<file path="src/rtl/mvm_pkg.sv">
`default_nettype none
// ============================================================================
// Module      : mvm_pkg
// Description : Shared types, sizes and helpers for the mvm host controller.
// Revision    : 1.0 - initial release
// ============================================================================
package mvm_pkg;

    localparam int MVM_K  = 4;
    localparam int MVM_B  = 8;
    localparam int NWORDS = MVM_K * MVM_K + MVM_K;
    localparam int CNT_W  = $clog2(NWORDS + 1);
    localparam int IDX_W  = $clog2(MVM_K + 1);

    typedef logic signed [MVM_B-1:0]   mvm_word_t;
    typedef logic signed [2*MVM_B-1:0] mvm_result_t;

    typedef enum logic [3:0] {
        FILL     = 4'd0,
        LOAD_M   = 4'd1,
        STREAM_M = 4'd2,
        GAP1     = 4'd3,
        LOAD_V   = 4'd4,
        STREAM_V = 4'd5,
        GAP2     = 4'd6,
        START    = 4'd7,
        WAIT     = 4'd8,
        COLLECT  = 4'd9,
        DRAIN    = 4'd10
    } mvm_state_t;

    // Width of a counter that must be able to hold the value n itself.
    function automatic int cnt_width(input int n);
        return (n < 1) ? 1 : $clog2(n + 1);
    endfunction

endpackage
`default_nettype wire

</file>
<file path="src/rtl/mvm_host_buf.sv">
`default_nettype none
// ============================================================================
// Module      : mvm_host_buf
// Description : Single-write, single-read register array with async read.
// Revision    : 1.0 - initial release
// ============================================================================
module mvm_host_buf #(
    parameter int DEPTH = 20,
    parameter int WIDTH = 8,
    parameter int AW    = (DEPTH > 1) ? $clog2(DEPTH) : 1
) (
    input  logic             clk,
    input  logic             i_we,
    input  logic [AW-1:0]    i_waddr,
    input  logic [WIDTH-1:0] i_wdata,
    input  logic [AW-1:0]    i_raddr,
    output logic [WIDTH-1:0] o_rdata
);

    logic [WIDTH-1:0] r_mem [DEPTH];

    always_ff @(posedge clk) begin
        if (i_we) begin
            r_mem[i_waddr] <= i_wdata;
        end
    end

    assign o_rdata = r_mem[i_raddr];

endmodule
`default_nettype wire

</file>
<file path="src/rtl/mvm_host_ctrl.sv">
`default_nettype none
// ============================================================================
// Module      : mvm_host_ctrl
// Description : Buffers one matrix/vector job, replays it gap-free to the mvm
//               core, collects the K results and streams them out.
// Revision    : 1.0 - initial release
// ============================================================================
module mvm_host_ctrl
    import mvm_pkg::*;
#(
    parameter int K = MVM_K,
    parameter int B = MVM_B
) (
    input  logic           clk,
    input  logic           reset,
    input  logic           in_valid,
    output logic           in_ready,
    input  logic [B-1:0]   in_data,
    output logic           out_valid,
    input  logic           out_ready,
    output logic [2*B-1:0] out_data,
    output logic           busy,
    output logic           mvm_loadMatrix,
    output logic           mvm_loadVector,
    output logic           mvm_start,
    output logic [B-1:0]   mvm_data_in,
    input  logic           mvm_done,
    input  logic [2*B-1:0] mvm_data_out
);

    localparam int JOB_WORDS = K * K + K;
    localparam int JCNT_W    = cnt_width(JOB_WORDS);
    localparam int RIDX_W    = cnt_width(K);
    localparam int JAW       = $clog2(JOB_WORDS);
    localparam int RAW       = (K > 1) ? $clog2(K) : 1;

    localparam logic [JCNT_W-1:0] JOB_LAST  = JCNT_W'(JOB_WORDS - 1);
    localparam logic [JCNT_W-1:0] JOB_END   = JCNT_W'(JOB_WORDS);
    localparam logic [JCNT_W-1:0] MAT_END   = JCNT_W'(K * K);
    localparam logic [JCNT_W-1:0] JCNT_ONE  = JCNT_W'(1);
    localparam logic [RIDX_W-1:0] RIDX_LAST = RIDX_W'(K - 1);
    localparam logic [RIDX_W-1:0] RIDX_ONE  = RIDX_W'(1);

    mvm_state_t          r_state, w_state_nxt;
    logic [JCNT_W-1:0]   r_cnt, w_cnt_nxt;
    logic [RIDX_W-1:0]   r_idx, w_idx_nxt;
    logic [B-1:0]        r_data_in, w_data_nxt;
    logic                r_armed, w_armed_nxt;
    logic                w_job_we, w_res_we;
    logic [B-1:0]        w_job_rdata;
    logic [2*B-1:0]      w_res_rdata;

    // One counter both fills the job buffer and walks it during replay.
    mvm_host_buf #(
        .DEPTH (JOB_WORDS),
        .WIDTH (B)
    ) u_job_buf (
        .clk     (clk),
        .i_we    (w_job_we),
        .i_waddr (r_cnt[JAW-1:0]),
        .i_wdata (in_data),
        .i_raddr (r_cnt[JAW-1:0]),
        .o_rdata (w_job_rdata)
    );

    mvm_host_buf #(
        .DEPTH (K),
        .WIDTH (2 * B)
    ) u_res_buf (
        .clk     (clk),
        .i_we    (w_res_we),
        .i_waddr (r_idx[RAW-1:0]),
        .i_wdata (mvm_data_out),
        .i_raddr (r_idx[RAW-1:0]),
        .o_rdata (w_res_rdata)
    );

    always_ff @(posedge clk) begin
        if (reset) begin
            r_state   <= FILL;
            r_cnt     <= '0;
            r_idx     <= '0;
            r_data_in <= '0;
            r_armed   <= 1'b0;
        end else begin
            r_state   <= w_state_nxt;
            r_cnt     <= w_cnt_nxt;
            r_idx     <= w_idx_nxt;
            r_data_in <= w_data_nxt;
            r_armed   <= w_armed_nxt;
        end
    end

    always_comb begin
        w_state_nxt    = r_state;
        w_cnt_nxt      = r_cnt;
        w_idx_nxt      = r_idx;
        w_data_nxt     = r_data_in;
        w_armed_nxt    = r_armed;
        w_job_we       = 1'b0;
        w_res_we       = 1'b0;
        in_ready       = 1'b0;
        out_valid      = 1'b0;
        mvm_loadMatrix = 1'b0;
        mvm_loadVector = 1'b0;
        mvm_start      = 1'b0;

        case (r_state)
            FILL: begin
                in_ready = 1'b1;
                if (in_valid) begin
                    w_job_we = 1'b1;
                    if (r_cnt == JOB_LAST) begin
                        w_cnt_nxt   = '0;
                        w_state_nxt = LOAD_M;
                    end else begin
                        w_cnt_nxt = r_cnt + JCNT_ONE;
                    end
                end
            end
            // The data register is loaded one cycle ahead so each word is
            // on mvm_data_in exactly in the cycle after the previous one.
            LOAD_M: begin
                mvm_loadMatrix = 1'b1;
                w_data_nxt     = w_job_rdata;
                w_cnt_nxt      = r_cnt + JCNT_ONE;
                w_state_nxt    = STREAM_M;
            end
            STREAM_M: begin
                if (r_cnt == MAT_END) begin
                    w_state_nxt = GAP1;
                end else begin
                    w_data_nxt = w_job_rdata;
                    w_cnt_nxt  = r_cnt + JCNT_ONE;
                end
            end
            GAP1: begin
                w_state_nxt = LOAD_V;
            end
            LOAD_V: begin
                mvm_loadVector = 1'b1;
                w_data_nxt     = w_job_rdata;
                w_cnt_nxt      = r_cnt + JCNT_ONE;
                w_state_nxt    = STREAM_V;
            end
            STREAM_V: begin
                if (r_cnt == JOB_END) begin
                    w_cnt_nxt   = '0;
                    w_state_nxt = GAP2;
                end else begin
                    w_data_nxt = w_job_rdata;
                    w_cnt_nxt  = r_cnt + JCNT_ONE;
                end
            end
            GAP2: begin
                w_state_nxt = START;
            end
            START: begin
                mvm_start   = 1'b1;
                w_armed_nxt = 1'b0;
                w_state_nxt = WAIT;
            end
            // A done left high by the previous job only counts once it has
            // been observed low.
            WAIT: begin
                if (!mvm_done) begin
                    w_armed_nxt = 1'b1;
                end else if (r_armed) begin
                    w_state_nxt = COLLECT;
                end
            end
            COLLECT: begin
                w_res_we = 1'b1;
                if (r_idx == RIDX_LAST) begin
                    w_idx_nxt   = '0;
                    w_state_nxt = DRAIN;
                end else begin
                    w_idx_nxt = r_idx + RIDX_ONE;
                end
            end
            DRAIN: begin
                out_valid = 1'b1;
                if (out_ready) begin
                    if (r_idx == RIDX_LAST) begin
                        w_idx_nxt   = '0;
                        w_state_nxt = FILL;
                    end else begin
                        w_idx_nxt = r_idx + RIDX_ONE;
                    end
                end
            end
            default: begin
                w_state_nxt = FILL;
            end
        endcase
    end

    assign out_data    = out_valid ? w_res_rdata : '0;
    assign busy        = (r_state != FILL) || (r_cnt != '0);
    assign mvm_data_in = r_data_in;

endmodule
`default_nettype wire

</file>
<file path="config.mk">
export PLATFORM = sky130hd
export DESIGN_NAME = mvm_host_ctrl
export DESIGN_NICKNAME = d
export VERILOG_FILES = /design/src/rtl/mvm_pkg.sv /design/src/rtl/mvm_host_buf.sv /design/src/rtl/mvm_host_ctrl.sv
export SDC_FILE = /design/constraint.sdc
export NUM_CORES = 1
export LEC_CHECK = 0
export CORE_ASPECT_RATIO = 2
export CORE_MARGIN = 5
export CORE_UTILIZATION = 35
export DETAILED_ROUTE_END_ITERATION = 10
export PLACE_DENSITY = 0.56
export SYNTH_ARGS = -nofsm -noshare
export SYNTH_HDL_FRONTEND = slang
export SYNTH_SLANG_ARGS = --single-unit
</file>
<file path="constraint.sdc">
create_clock -name clk -period 2.21 [get_ports clk]
set_input_delay 0.663 -clock clk [delete_from_list [all_inputs] [get_ports clk]]
set_output_delay 0.663 -clock clk [all_outputs]
set_load 0.1 [all_outputs]
</file>
==> metrics.md <==
| Metric | Value |
|---|---|
| Run status | finished with violations |
| Failing checks | negative setup slack |
| #FFs+latches synth | approximately 250 |
| Post-synthesis sequential area ratio | roughly 72% |
| Clk sinks | between 200 and 300 |
| Synth area leader | edfxtp_1 |
| Setup slack after layout | -322.4 ps |
| Drt initial violations | between 300 and 400 |
| WP data arrival | around 1900 ps |
| R2r endpoint | mvm_data_in[5] |
| Relative max-transition margin | ~52% |
| Initial antenna violation count | 0 |
| Mean area per synthesized cell | 18.07 sq um |
| RSZ-0062 raised after global routing | true |
| Drc violations | 0 |
| Netlist cell types | 52 |
| WP data required | 1550 ps |
| CTS max path bufs | 3 |
| Vias/cell | 5.056 |
| Total core area | roughly 29000 sq um |
| R2r setup slk | 70 ps |
| EDFF count, synth | between 200 and 250 |
| Met2 usage | between 20% and 30% |
| Placed Area | between 10000 and 15000 sq um |
| Clock tree from TritonCTS | built |
| Final setup fails | 19 |
| Non-Filler Instances | between 1000 and 1500 |
| Worst clock skew | roughly 17 ps |
| Share of Yosys cell area claimed by the top area cell type | about 67% |
| Final min period | 2532 ps |
| M1 GR Usage | ~20% |
| Slew @ Worst Pin | between 700 and 800 ps |
| Die Y | roughly 250 microns |
| Post-route cell area | between 10000 and 15000 sq um |
| Site row count | 88 |
| Critical Path End Type | primary output |
| Final Cycle Share | 114.6% |
| I/O Buffers | 58 |
| CTS Root Cell | clkbuf_16 |
| CTS Hold Bufs | 0 |
| Synth area leaders | edfxtp_1 67%, mux4_2 13%, dfxtp_1 5.6% |
| Post-synth top cells | 224 x edfxtp_1, 56 x mux4_2, 39 x nor2_1 |
| DRT Pass-1 Iters | 4 |
| Worst-path clk slew | 60 ps |
| Async SR Flop Fraction | 0% |
| Vias in the first global route | approximately 5700 |
| Nets | 740 |
| Largest net degree at the start of global routing | 25 |
| Syn nets | around 600 |
| WS Path Type | flip-flop to primary output |
| R2R depth | 6 |
| Clock latency on the worst-skew pair | 520 ps |
| Hold Crit Endpoint | r_idx[2] |
| Startpoint Class | flip-flop |
| Placer Congestion | 0.7920 |
| Post-Route WL | 22460 microns |
| Initial Util | 35.15% |
| ANT nets after route | 0 |
| Synth warn | 0 |
| Placed Cells | 1015 |
| Post-Route Utilization | 46.15% |
| # diodes | 0 |
| CTS H-tree depth | 1 |
| Fin. Hold Viols | 0 |
| GRT Total Usage | between 10 and 15% |
| Full die area | ~32000 sq um |
| Pwr Density | 950.2 nW/um^2 |
| First-pass GRT wire length | between 30000 and 40000 microns |
| Gr busiest metal | met2 |
| Layout cells sized above 1 | 39.89% |
| Most used DFF post-synth | edfxtp_1 |
| Die width | roughly 130 microns |
| Max-slew violations | 0 |
| DPL Wire Length | approximately 15000 microns |
| LEAKAGE | approximately 4.4 nW |
| GRT overflow | 0 |
| Max FO, Critical Path | 8 |
| Gate Count Post-Synth | between 500 and 600 |
| Most common cell in the synthesized netlist | edfxtp_1 |
| Synth-to-layout area growth | 31.27% |
| Hold path startpoint | r_idx[2] |
| Cell area after synthesis | a little over 10000 sq um |
| # IOs | 59 |
| F_max | between 0.3 and 0.4 GHz |
| Via count | 5445 |
| Cts bufs inserted | 24 |
| M3 GR Usage | around 1.8% |
| Wirelength per Cell | between 20 and 25 microns |
| Fill cells | between 2000 and 2500 |
| Max Cap Violations | 0 |
| Worst hold path type | flip-flop to flip-flop |
| Hold path cells | 2 |
| Worst vdd rail ir drop | between 0.001 and 0.0015 V |
==> per-layer routing <==
layer  part of all wire (%)  routed length (microns)
met5                      0                        0
met2                     50                    11260
met1                     44                     9840
met3                    4.4                      999
met4                    1.6                      359
==> logic make-up (layout without fill, tap and decap cells) <==
kind of cell    Yosys count  in the layout  synth area share [%]
mux                      66             66                 13.54
fa+ha+maj                 9              9                 1.119
simple gates            133            133                 7.199
flops                   252            252                 72.41
buf+inv                  37            197                 1.529
compound gates           60             60                 4.203
==> how the worst max path moves through the flow <==
stage	slack, ps	cells past startpoint	endpoint	start
6_report	-320	4	out_data[5]	flip-flop
3_3_place_gp	-150	6	r_state[3]	in_valid
5_1_grt	-390	4	out_data[10]	flip-flop
4_1_cts	-370	4	out_data[10]	flip-flop
3_5_place_dp	-180	5	r_state[0]	in_valid
2_1_floorplan	-540	4	u_job_buf.r_mem[5][0]	r_state[2]
==> worst max-delay path: stages, from the launching register on <==
cell and delay (ps):
dfxtp_4 390, buf_12 150, mux4_2 510, nor2b_4 150, buf_12 160
==> metrics by stage <==
step | setup TNS, ps | setup slack [ps] | hold WS [ps] | total power [W]
floorplan | -75970 | -542.8 | 416.8 | 0.007313
global placement | -10220 | -147.6 | 436.0 | 0.008397
detailed placement | -11950 | -176.2 | 436.1 | 0.008413
CTS | -5881 | -366.5 | 447.4 | 0.01259
global route | -6487 | -390.9 | 486.9 | 0.01306
finish | -5298 | -322.4 | 446.8 | 0.01255
==> where the power goes <==
group          internal [W]  switching [W]
clock network       0.00241        0.00169
registers           0.00537       0.000110
logic               0.00131        0.00166
==> sequential cells by signal (all words and copies together) (netlist names), named ones only <==
signal,flops
r_idx,3
r_armed,1
r_state,4
r_cnt,5
u_res_buf.r_mem,64
mvm_data_in,8
u_job_buf.r_mem,160
==> layout make-up <==
| cell class | instances | area (sq um) | share of cell area [%] |
|---|---|---|---|
| Multi-Input combinational cell | 268 | 2953 | 22.35 |
| Clock inverter | 13 | 147.6 | 1.118 |
| Clock buffer | 28 | 636.9 | 4.821 |
| Tap cell | 360 | 450.4 | 3.410 |
| Inverter | 6 | 22.52 | 0.1705 |
| Sequential cell | 252 | 7316 | 55.38 |
| Timing Repair Buffer | 150 | 1684 | 12.75 |
==> layout by cell type, fill, tap and decap left out, drive strengths merged, types with 2 or more instances in the layout <==
cell,n
mux4,56
o22ai,2
nor2b,36
nor3,8
nand2b,6
o32ai,2
buf,120
a21oi,16
a21boi,2
mux2i,9
clkinvlp,2
inv,7
o21ai,9
a221o,8
nor2,39
clkinv,7
edfxtp,224
clkbuf,30
ha,9
a211oi,9
dfxtp,28
nand3b,3
and3,5
clkdlybuf4s50,28
nand3,4
bufinv,3
nand2,12
a32oi,2
o31ai,2
nor3b,2
and2,7
==> timing repair <==
| item | 4_1_cts | 5_1_grt |
|---|---|---|
| cloned | 2 | 1 |
| pin swaps | 6 | 7 |
| resized for setup | 29 | 13 |
| buffers inserted | 6 | 13 |
| setup endpoints to repair | 28 | 30 |
(Power assumes the default switching activity.)
